===== config.mk =====
export PLATFORM = sky130hd
export DESIGN_NAME = sram_async_ctrl_flat
export DESIGN_NICKNAME = d
export VERILOG_FILES = /design/src/rtl/sram_async_ctrl_if.sv /design/src/rtl/sram_async_ctrl.sv /design/src/flat_wrapper.sv
export SDC_FILE = /design/constraint.sdc
export NUM_CORES = 1
export LEC_CHECK = 0
export CORE_ASPECT_RATIO = 1.5
export CORE_MARGIN = 2
export CORE_UTILIZATION = 38
export CTS_CLUSTER_SIZE = 25
export DETAILED_ROUTE_END_ITERATION = 6
export GPL_ROUTABILITY_DRIVEN = 0
export PLACE_DENSITY = 0.74
export SLEW_MARGIN = 20
export SYNTH_ARGS = -nofsm -noshare
export SYNTH_HDL_FRONTEND = slang
export SYNTH_SLANG_ARGS = --single-unit
export TNS_END_PERCENT = 5

===== constraint.sdc =====
create_clock -name clk -period 1.7 [get_ports clk]
set_clock_uncertainty 0.05 [all_clocks]
set_input_delay 0.255 -clock clk [delete_from_list [all_inputs] [get_ports clk]]
set_output_delay 0.255 -clock clk [all_outputs]
set_load 0.005 [all_outputs]

===== src/rtl/sram_async_ctrl_if.sv =====
// Request/response channel between the on-board bus fabric and sram_async_ctrl.
// The master side issues requests; the slave side (the controller) answers them.
interface sram_async_ctrl_if #(
    parameter int DATA_W = 16,
    parameter int ADDR_W = 18
);
    logic                req_valid;
    logic                req_ready;
    logic                req_we;
    logic [ADDR_W-1:0]   req_addr;
    logic [DATA_W-1:0]   req_wdata;
    logic [DATA_W/8-1:0] req_be;
    logic                rsp_valid;
    logic                rsp_we;
    logic [DATA_W-1:0]   rsp_rdata;

    modport master (
        output req_valid, req_we, req_addr, req_wdata, req_be,
        input  req_ready, rsp_valid, rsp_we, rsp_rdata
    );

    modport slave (
        input  req_valid, req_we, req_addr, req_wdata, req_be,
        output req_ready, rsp_valid, rsp_we, rsp_rdata
    );
endinterface


===== src/rtl/sram_async_ctrl.sv =====
// Turns a valid/ready request stream into registered, glitch-free asynchronous
// SRAM strobe sequences with cycle-counted read, write-pulse and turnaround timing.
module sram_async_ctrl #(
    parameter int DATA_W  = 16,
    parameter int ADDR_W  = 18,
    parameter int RD_WAIT = 2,
    parameter int WR_WAIT = 2,
    parameter int TURN    = 1
) (
    input  logic                clk,
    input  logic                rst_n,
    sram_async_ctrl_if.slave    bus,
    output logic [ADDR_W-1:0]   sram_a,
    output logic [DATA_W-1:0]   sram_dq_o,
    output logic                sram_dq_oe,
    input  logic [DATA_W-1:0]   sram_dq_i,
    output logic                sram_ce_n,
    output logic                sram_oe_n,
    output logic                sram_we_n,
    output logic [DATA_W/8-1:0] sram_be_n
);
    localparam int BE_W     = DATA_W / 8;
    localparam int MAX_RW   = (RD_WAIT > WR_WAIT) ? RD_WAIT : WR_WAIT;
    localparam int MAX_WAIT = (MAX_RW > TURN) ? MAX_RW : TURN;
    localparam int CNT_W    = $clog2(MAX_WAIT + 1);

    localparam logic [CNT_W-1:0] RD_LAST   = CNT_W'(RD_WAIT - 1);
    localparam logic [CNT_W-1:0] WR_LAST   = CNT_W'(WR_WAIT - 1);
    localparam logic [CNT_W-1:0] TURN_LAST = CNT_W'((TURN > 0) ? (TURN - 1) : 0);
    localparam logic [CNT_W-1:0] CNT_ZERO  = {CNT_W{1'b0}};
    localparam logic [CNT_W-1:0] CNT_ONE   = CNT_W'(1);

    if (DATA_W % 8 != 0) begin : g_bad_data_w
        $error("sram_async_ctrl: DATA_W must be a multiple of 8");
    end
    if (RD_WAIT < 1) begin : g_bad_rd_wait
        $error("sram_async_ctrl: RD_WAIT must be at least 1");
    end
    if (WR_WAIT < 1) begin : g_bad_wr_wait
        $error("sram_async_ctrl: WR_WAIT must be at least 1");
    end

    typedef enum logic [2:0] {
        ST_IDLE  = 3'd0,
        ST_RD    = 3'd1,
        ST_WR_SU = 3'd2,
        ST_WR_PW = 3'd3,
        ST_WR_HD = 3'd4,
        ST_TURN  = 3'd5
    } state_t;

    // With no turnaround configured an access drops straight back to IDLE.
    localparam state_t ST_AFTER = (TURN > 0) ? ST_TURN : ST_IDLE;

    state_t          state_r, state_s;
    logic [CNT_W-1:0] cnt_r, cnt_s;
    logic [BE_W-1:0] be_r;
    logic            accept_s, rd_done_s, wr_done_s;
    logic            ce_n_s, oe_n_s, we_n_s, dq_oe_s;
    logic [BE_W-1:0] be_n_s, wr_be_n_s;

    assign bus.req_ready = (state_r == ST_IDLE);
    assign accept_s      = bus.req_valid && (state_r == ST_IDLE);
    // Lane enables come straight from the request on the accept edge, later from the latch.
    assign wr_be_n_s     = (state_r == ST_IDLE) ? ~bus.req_be : ~be_r;

    // Next-state and wait-counter logic.
    always_comb begin
        state_s   = state_r;
        cnt_s     = cnt_r;
        rd_done_s = 1'b0;
        wr_done_s = 1'b0;
        case (state_r)
            ST_IDLE: begin
                cnt_s = CNT_ZERO;
                if (accept_s) begin
                    state_s = bus.req_we ? ST_WR_SU : ST_RD;
                end else begin
                    state_s = ST_IDLE;
                end
            end
            ST_RD: begin
                if (cnt_r == RD_LAST) begin
                    rd_done_s = 1'b1;
                    state_s   = ST_AFTER;
                    cnt_s     = CNT_ZERO;
                end else begin
                    cnt_s = cnt_r + CNT_ONE;
                end
            end
            ST_WR_SU: begin
                state_s = ST_WR_PW;
                cnt_s   = CNT_ZERO;
            end
            ST_WR_PW: begin
                if (cnt_r == WR_LAST) begin
                    wr_done_s = 1'b1;
                    state_s   = ST_WR_HD;
                    cnt_s     = CNT_ZERO;
                end else begin
                    cnt_s = cnt_r + CNT_ONE;
                end
            end
            ST_WR_HD: begin
                state_s = ST_AFTER;
                cnt_s   = CNT_ZERO;
            end
            ST_TURN: begin
                if (cnt_r == TURN_LAST) begin
                    state_s = ST_IDLE;
                    cnt_s   = CNT_ZERO;
                end else begin
                    cnt_s = cnt_r + CNT_ONE;
                end
            end
            default: begin
                state_s = ST_IDLE;
                cnt_s   = CNT_ZERO;
            end
        endcase
    end

    // Strobe decode of the upcoming state, registered below so pads never glitch.
    always_comb begin
        ce_n_s  = 1'b1;
        oe_n_s  = 1'b1;
        we_n_s  = 1'b1;
        dq_oe_s = 1'b0;
        be_n_s  = {BE_W{1'b1}};
        case (state_s)
            ST_RD: begin
                ce_n_s = 1'b0;
                oe_n_s = 1'b0;
                be_n_s = {BE_W{1'b0}};
            end
            ST_WR_SU, ST_WR_HD: begin
                ce_n_s  = 1'b0;
                dq_oe_s = 1'b1;
                be_n_s  = wr_be_n_s;
            end
            ST_WR_PW: begin
                ce_n_s  = 1'b0;
                we_n_s  = 1'b0;
                dq_oe_s = 1'b1;
                be_n_s  = wr_be_n_s;
            end
            default: begin
                ce_n_s = 1'b1;
            end
        endcase
    end

    // State, counter, strobe and response registers.
    always_ff @(posedge clk or negedge rst_n) begin
        if (!rst_n) begin
            state_r       <= ST_IDLE;
            cnt_r         <= CNT_ZERO;
            sram_ce_n     <= 1'b1;
            sram_oe_n     <= 1'b1;
            sram_we_n     <= 1'b1;
            sram_be_n     <= {BE_W{1'b1}};
            sram_dq_oe    <= 1'b0;
            bus.rsp_valid <= 1'b0;
            bus.rsp_we    <= 1'b0;
            bus.rsp_rdata <= {DATA_W{1'b0}};
        end else begin
            state_r       <= state_s;
            cnt_r         <= cnt_s;
            sram_ce_n     <= ce_n_s;
            sram_oe_n     <= oe_n_s;
            sram_we_n     <= we_n_s;
            sram_be_n     <= be_n_s;
            sram_dq_oe    <= dq_oe_s;
            bus.rsp_valid <= rd_done_s | wr_done_s;
            bus.rsp_we    <= wr_done_s;
            if (rd_done_s) begin
                bus.rsp_rdata <= sram_dq_i;
            end else begin
                bus.rsp_rdata <= bus.rsp_rdata;
            end
        end
    end

    // Request latch: address and data stay stable on the pins for the whole access.
    always_ff @(posedge clk or negedge rst_n) begin
        if (!rst_n) begin
            sram_a    <= {ADDR_W{1'b0}};
            sram_dq_o <= {DATA_W{1'b0}};
            be_r      <= {BE_W{1'b0}};
        end else if (accept_s) begin
            sram_a    <= bus.req_addr;
            sram_dq_o <= bus.req_wdata;
            be_r      <= bus.req_be;
        end else begin
            sram_a    <= sram_a;
            sram_dq_o <= sram_dq_o;
            be_r      <= be_r;
        end
    end
endmodule


===== src/flat_wrapper.sv =====
// flat-port wrapper written by rule: the top's interface ports become plain ports
module sram_async_ctrl_flat 
#(
    parameter int DATA_W  = 16,
    parameter int ADDR_W  = 18,
    parameter int RD_WAIT = 2,
    parameter int WR_WAIT = 2,
    parameter int TURN    = 1
)
  (clk, rst_n, sram_a, sram_dq_o, sram_dq_oe, sram_dq_i, sram_ce_n, sram_oe_n, sram_we_n, sram_be_n, bus_req_valid, bus_req_we, bus_req_addr, bus_req_wdata, bus_req_be, bus_req_ready, bus_rsp_valid, bus_rsp_we, bus_rsp_rdata);
  sram_async_ctrl_if #(.DATA_W(DATA_W), .ADDR_W(ADDR_W)) bus_i ();
  input  logic clk;
  input  logic rst_n;
  output logic [ADDR_W-1:0] sram_a;
  output logic [DATA_W-1:0] sram_dq_o;
  output logic sram_dq_oe;
  input  logic [DATA_W-1:0] sram_dq_i;
  output logic sram_ce_n;
  output logic sram_oe_n;
  output logic sram_we_n;
  output logic [DATA_W/8-1:0] sram_be_n;
  input wire logic [$bits(bus_i.req_valid)-1:0] bus_req_valid;
  input wire logic [$bits(bus_i.req_we)-1:0] bus_req_we;
  input wire logic [$bits(bus_i.req_addr)-1:0] bus_req_addr;
  input wire logic [$bits(bus_i.req_wdata)-1:0] bus_req_wdata;
  input wire logic [$bits(bus_i.req_be)-1:0] bus_req_be;
  output wire logic [$bits(bus_i.req_ready)-1:0] bus_req_ready;
  output wire logic [$bits(bus_i.rsp_valid)-1:0] bus_rsp_valid;
  output wire logic [$bits(bus_i.rsp_we)-1:0] bus_rsp_we;
  output wire logic [$bits(bus_i.rsp_rdata)-1:0] bus_rsp_rdata;
  assign bus_i.req_valid = bus_req_valid;
  assign bus_i.req_we = bus_req_we;
  assign bus_i.req_addr = bus_req_addr;
  assign bus_i.req_wdata = bus_req_wdata;
  assign bus_i.req_be = bus_req_be;
  assign bus_req_ready = bus_i.req_ready;
  assign bus_rsp_valid = bus_i.rsp_valid;
  assign bus_rsp_we = bus_i.rsp_we;
  assign bus_rsp_rdata = bus_i.rsp_rdata;
  sram_async_ctrl #(.DATA_W(DATA_W), .ADDR_W(ADDR_W), .RD_WAIT(RD_WAIT), .WR_WAIT(WR_WAIT), .TURN(TURN)) u_core (.clk(clk), .rst_n(rst_n), .bus(bus_i), .sram_a(sram_a), .sram_dq_o(sram_dq_o), .sram_dq_oe(sram_dq_oe), .sram_dq_i(sram_dq_i), .sram_ce_n(sram_ce_n), .sram_oe_n(sram_oe_n), .sram_we_n(sram_we_n), .sram_be_n(sram_be_n));
endmodule

==> results.sh <==
export IMPL_setup_violations=38
export IMPL_cts_root_buf="clkbuf_8"
export IMPL_r2r_slack_ns=-0.09
export IMPL_synth_net_count=228
export IMPL_critPathRequiredTime_ns=1.87
export IMPL_setup_tns_ns=-2.93
export IMPL_synthFlopType="dfrtp_1"
export IMPL_coreArea_sq_um=6900
export IMPL_antenna_left=0
export IMPL_swShare=0.290
export IMPL_power_frac_clock=0.155
export IMPL_clkTransAtPathRegs_ns=0.08
export IMPL_drv_cap=0
export IMPL_synthXorXnorAreaFrac=0
export IMPL_synth_fa_ha_area_frac=0.0184
export IMPL_dieArea_sq_um=7880
export IMPL_finalCriticalPeriod_ns=1.79
export IMPL_p_sw_w=0.00241
export IMPL_path_cells="buf_6 -> or4b_4 -> buf_12 -> mux2_4"
export IMPL_drc=0
export IMPL_antenna_cells=0
export IMPL_hold_viol=0
export IMPL_hpwl_mm=4.33
export IMPL_yosysMostFrequentCell="dfrtp_1"
export IMPL_initial_utilization=0.395
export IMPL_fmax_mhz=558
export IMPL_synth_seq_area_share=0.599
export IMPL_die_w_um=73.2
export IMPL_ys_warn_count=0
export IMPL_syn_inst=168
export IMPL_grt_max_degree=66
export IMPL_violations="setup timing"
export IMPL_hp_class="in2async"
export IMPL_grt_pass1_vias=2003
export IMPL_r2r_worst_path_cells=4
export IMPL_rr_startpoint="u_core.state_r[1]$_DFF_PN0_"
export IMPL_synthSimpleGateAreaFrac=0.0376
export IMPL_seqPwrFrac=0.334
export IMPL_ys_ff_latch=65
export IMPL_crit_path_top_delay_cell="or4b_4"
export IMPL_power_density_nw_per_um2=1900
export IMPL_synth_mux_area_fraction=0.273
export IMPL_synth_area_top_cells="dfrtp_1 55%, mux2_4 20%, mux2_2 7.4%"
export IMPL_grt_overflow_total=0
export IMPL_worst_pin_slew_ns=0.350
export IMPL_path_class="reg2reg"
export IMPL_crit_family="simple AND/OR/NAND/NOR gates"
export IMPL_wirelength_mm=6.50
export IMPL_area_growth_pct=60.4
export IMPL_clock_path_buffers=2
export IMPL_wl_per_cell_um=16.8
export IMPL_internal_power_w=0.00591
export IMPL_io_buffers=114
export IMPL_die_h_um=108
export IMPL_finalCritPeriodShare=1.05
export IMPL_grt_pass1_wl_mm=10.1
export IMPL_max_vdd_ir_drop_uv=1080
export IMPL_place_ws_ns=-0.442
export IMPL_vias_per_cell=4.88
export IMPL_status="finished, violations left"
export IMPL_num_vias=1884
export IMPL_synth_edf_count=0
export IMPL_holdWs_ns=0.397
export IMPL_reg2reg_to="u_core.sram_a[2]$_DFFE_PN0N_"
export IMPL_cp_start_kind="flop"
export IMPL_async_flop_share=1.00
export IMPL_cts_sinks=65
export IMPL_power_frac_comb=0.511
export IMPL_power_leakage_nw=1.98
export IMPL_drive_gt1_frac=0.331
export IMPL_cts_max_level=3
export IMPL_synth_compound_gate_area_share=0.0404
export IMPL_timing_slew_headroom=0.767
export IMPL_grt_use_total=0.171
export IMPL_insertion_delay_ns=0.34
export IMPL_cts_tree="yes"
export IMPL_yosys_top_cells_count="60 x dfrtp_1, 36 x mux2_4, 18 x mux2_2, 5 x buf_6, 5 x dfstp_2"
export IMPL_critPathMaxStageDelay_ns=0.59
export IMPL_synth_top_family_by_area="multiplexers"
export IMPL_multi_input_area_sq_um=1050
export IMPL_nFillCells=534
export IMPL_synth_area_sq_um=2730
export IMPL_cp_max_fo=10
export IMPL_seq_area_sq_um=1630
export IMPL_cp_arrival_ns=1.96
export IMPL_layout_setup_ws_ns=-0.0933
export IMPL_antenna_found_initial=0
export IMPL_synth_largest_area_cell="dfrtp_1"
export IMPL_numCtsBuffers=9
export IMPL_drt_iter0_drc=73
export IMPL_nets=363
export IMPL_rsz0062_at_grt="yes"
export IMPL_critPathLaunch="u_core.state_r[1]$_DFF_PN0_"
export IMPL_cp_depth=4
export IMPL_drv_slew=0
export IMPL_cp_end_kind="flop"
export IMPL_num_rows=37
export IMPL_crit_end="u_core.sram_a[2]$_DFFE_PN0N_"
export IMPL_ys_types=31
export IMPL_postSynthAreaPerCell_sq_um=16.2
export IMPL_dr_pass1_iters=4
export IMPL_worst_path_buf_inv=2
export IMPL_io_pins=115
export IMPL_yosysTopAreaCellShare=0.551
-- placed cells by master (no fill, tap or decap), types with 2 or more instances in the layout --
master | Yosys | routed
clkdlybuf4s50_1 | 0 | 111
dfrtp_1 | 60 | 60
mux2_4 | 36 | 37
mux2_2 | 18 | 17
clkbuf_8 | 0 | 9
buf_4 | 1 | 6
buf_6 | 5 | 5
dfstp_2 | 5 | 5
inv_1 | 4 | 3
ha_1 | 4 | 3
clkinv_4 | 0 | 3
clkinv_2 | 0 | 3
buf_12 | 0 | 3
nand2b_1 | 2 | 2
nor3_4 | 0 | 2
o21ai_0 | 4 | 2
nor2_1 | 2 | 2
a21oi_1 | 2 | 2
nand2_1 | 3 | 2
a2bb2oi_1 | 2 | 2
o21ai_1 | 0 | 2
o221ai_1 | 2 | 2
nor3_1 | 2 | 2
buf_16 | 0 | 2
-- power groups by stage --
stage	Clock, W	Combinational (W)	Sequential, W
6_report	0.00129	0.00426	0.00278
3_3_place_gp	0	0.00390	0.00277
2_1_floorplan	0	0.00191	0.00285
3_5_place_dp	0	0.00399	0.00279
5_1_grt	0.00138	0.00456	0.00286
4_1_cts	0.00133	0.00420	0.00278
-- registers in the layout, summed over array words and instances, names as in the netlist, 2 cells and up --
name,count
u_core.sram_dq_o,16
u_core.sram_a,18
u_core.cnt_r,2
u_core.sram_be_n,2
u_core.state_r,3
u_core.be_r,2
u_core.bus.rsp_rdata,16
-- through the flow --
| step | util | cell area [sq um] | std cells | power (W) |
|---|---|---|---|---|
| final | 0.634 | 4370 | 386 | 0.00833 |
| after global routing | 0.634 | 4370 | 386 | 0.00880 |
| after CTS | 0.626 | 4320 | 383 | 0.00831 |
| after detailed placement | 0.583 | 4020 | 362 | 0.00678 |
| after global placement | 0.583 | 4020 | 362 | 0.00667 |
| after floorplan | - | 2760 | 168 | 0.00476 |
-- timing repair --
item | 4_1_cts | 5_1_grt
pin swaps | 2 | 4
hold buffers | 1 | 0
setup endpoints to repair | 41 | 49
gates cloned | 2 | 1
hold endpoints to repair | 60 | 0
setup buffers | 2 | 2
gates resized for setup | 10 | 7
-- worst min-delay path by stage --
stage               start                                    to  slack, ns
CTS                 rst_n  u_core.bus.rsp_rdata[10]$_DFFE_PN0P_       0.42
finish              rst_n   u_core.bus.rsp_rdata[6]$_DFFE_PN0P_       0.40
global placement    rst_n   u_core.bus.rsp_rdata[2]$_DFFE_PN0P_       0.24
detailed placement  rst_n   u_core.bus.rsp_rdata[3]$_DFFE_PN0P_       0.25
floorplan           rst_n            u_core.be_r[0]$_DFFE_PN0N_      -0.09
global route        rst_n  u_core.bus.rsp_rdata[10]$_DFFE_PN0P_       0.46
-- per-layer routing --
| layer | GRT usage | part of all wire |
|---|---|---|
| met5 | 0 | 0 |
| met3 | 0.0421 | 0.044 |
| met2 | 0.270 | 0.53 |
| met4 | 0.0966 | 0.033 |
| met1 | 0.208 | 0.40 |
-- logic make-up (layout without fill, tap and decap cells) --
logic type	Yosys count	in the layout
AND/OR/NAND/NOR	17	17
AO/OA/AOI/OAI	16	16
multiplexers	54	54
buffers and inverters	12	152
flip-flops	65	65
adder cells (fa/ha/maj)	4	4
-- worst register-to-register path, delay by kind of cell, from the launching register on --
family,cells,cell delay [ns]
and+or+nand+nor,1,0.59
buffers and inverters,2,0.32
DFF,1,0.40
muxes,1,0.31
-- final cells by class --
cell class | instances | area share
Sequential cell | 65 | 0.373
Multi-Input combinational cell | 91 | 0.239
Clock buffer | 9 | 0.0283
Tap cell | 78 | 0.0223
Inverter | 4 | 0.00343
Timing Repair Buffer | 132 | 0.317
Clock inverter | 7 | 0.0163
Power figures use the tool's default switching activity.
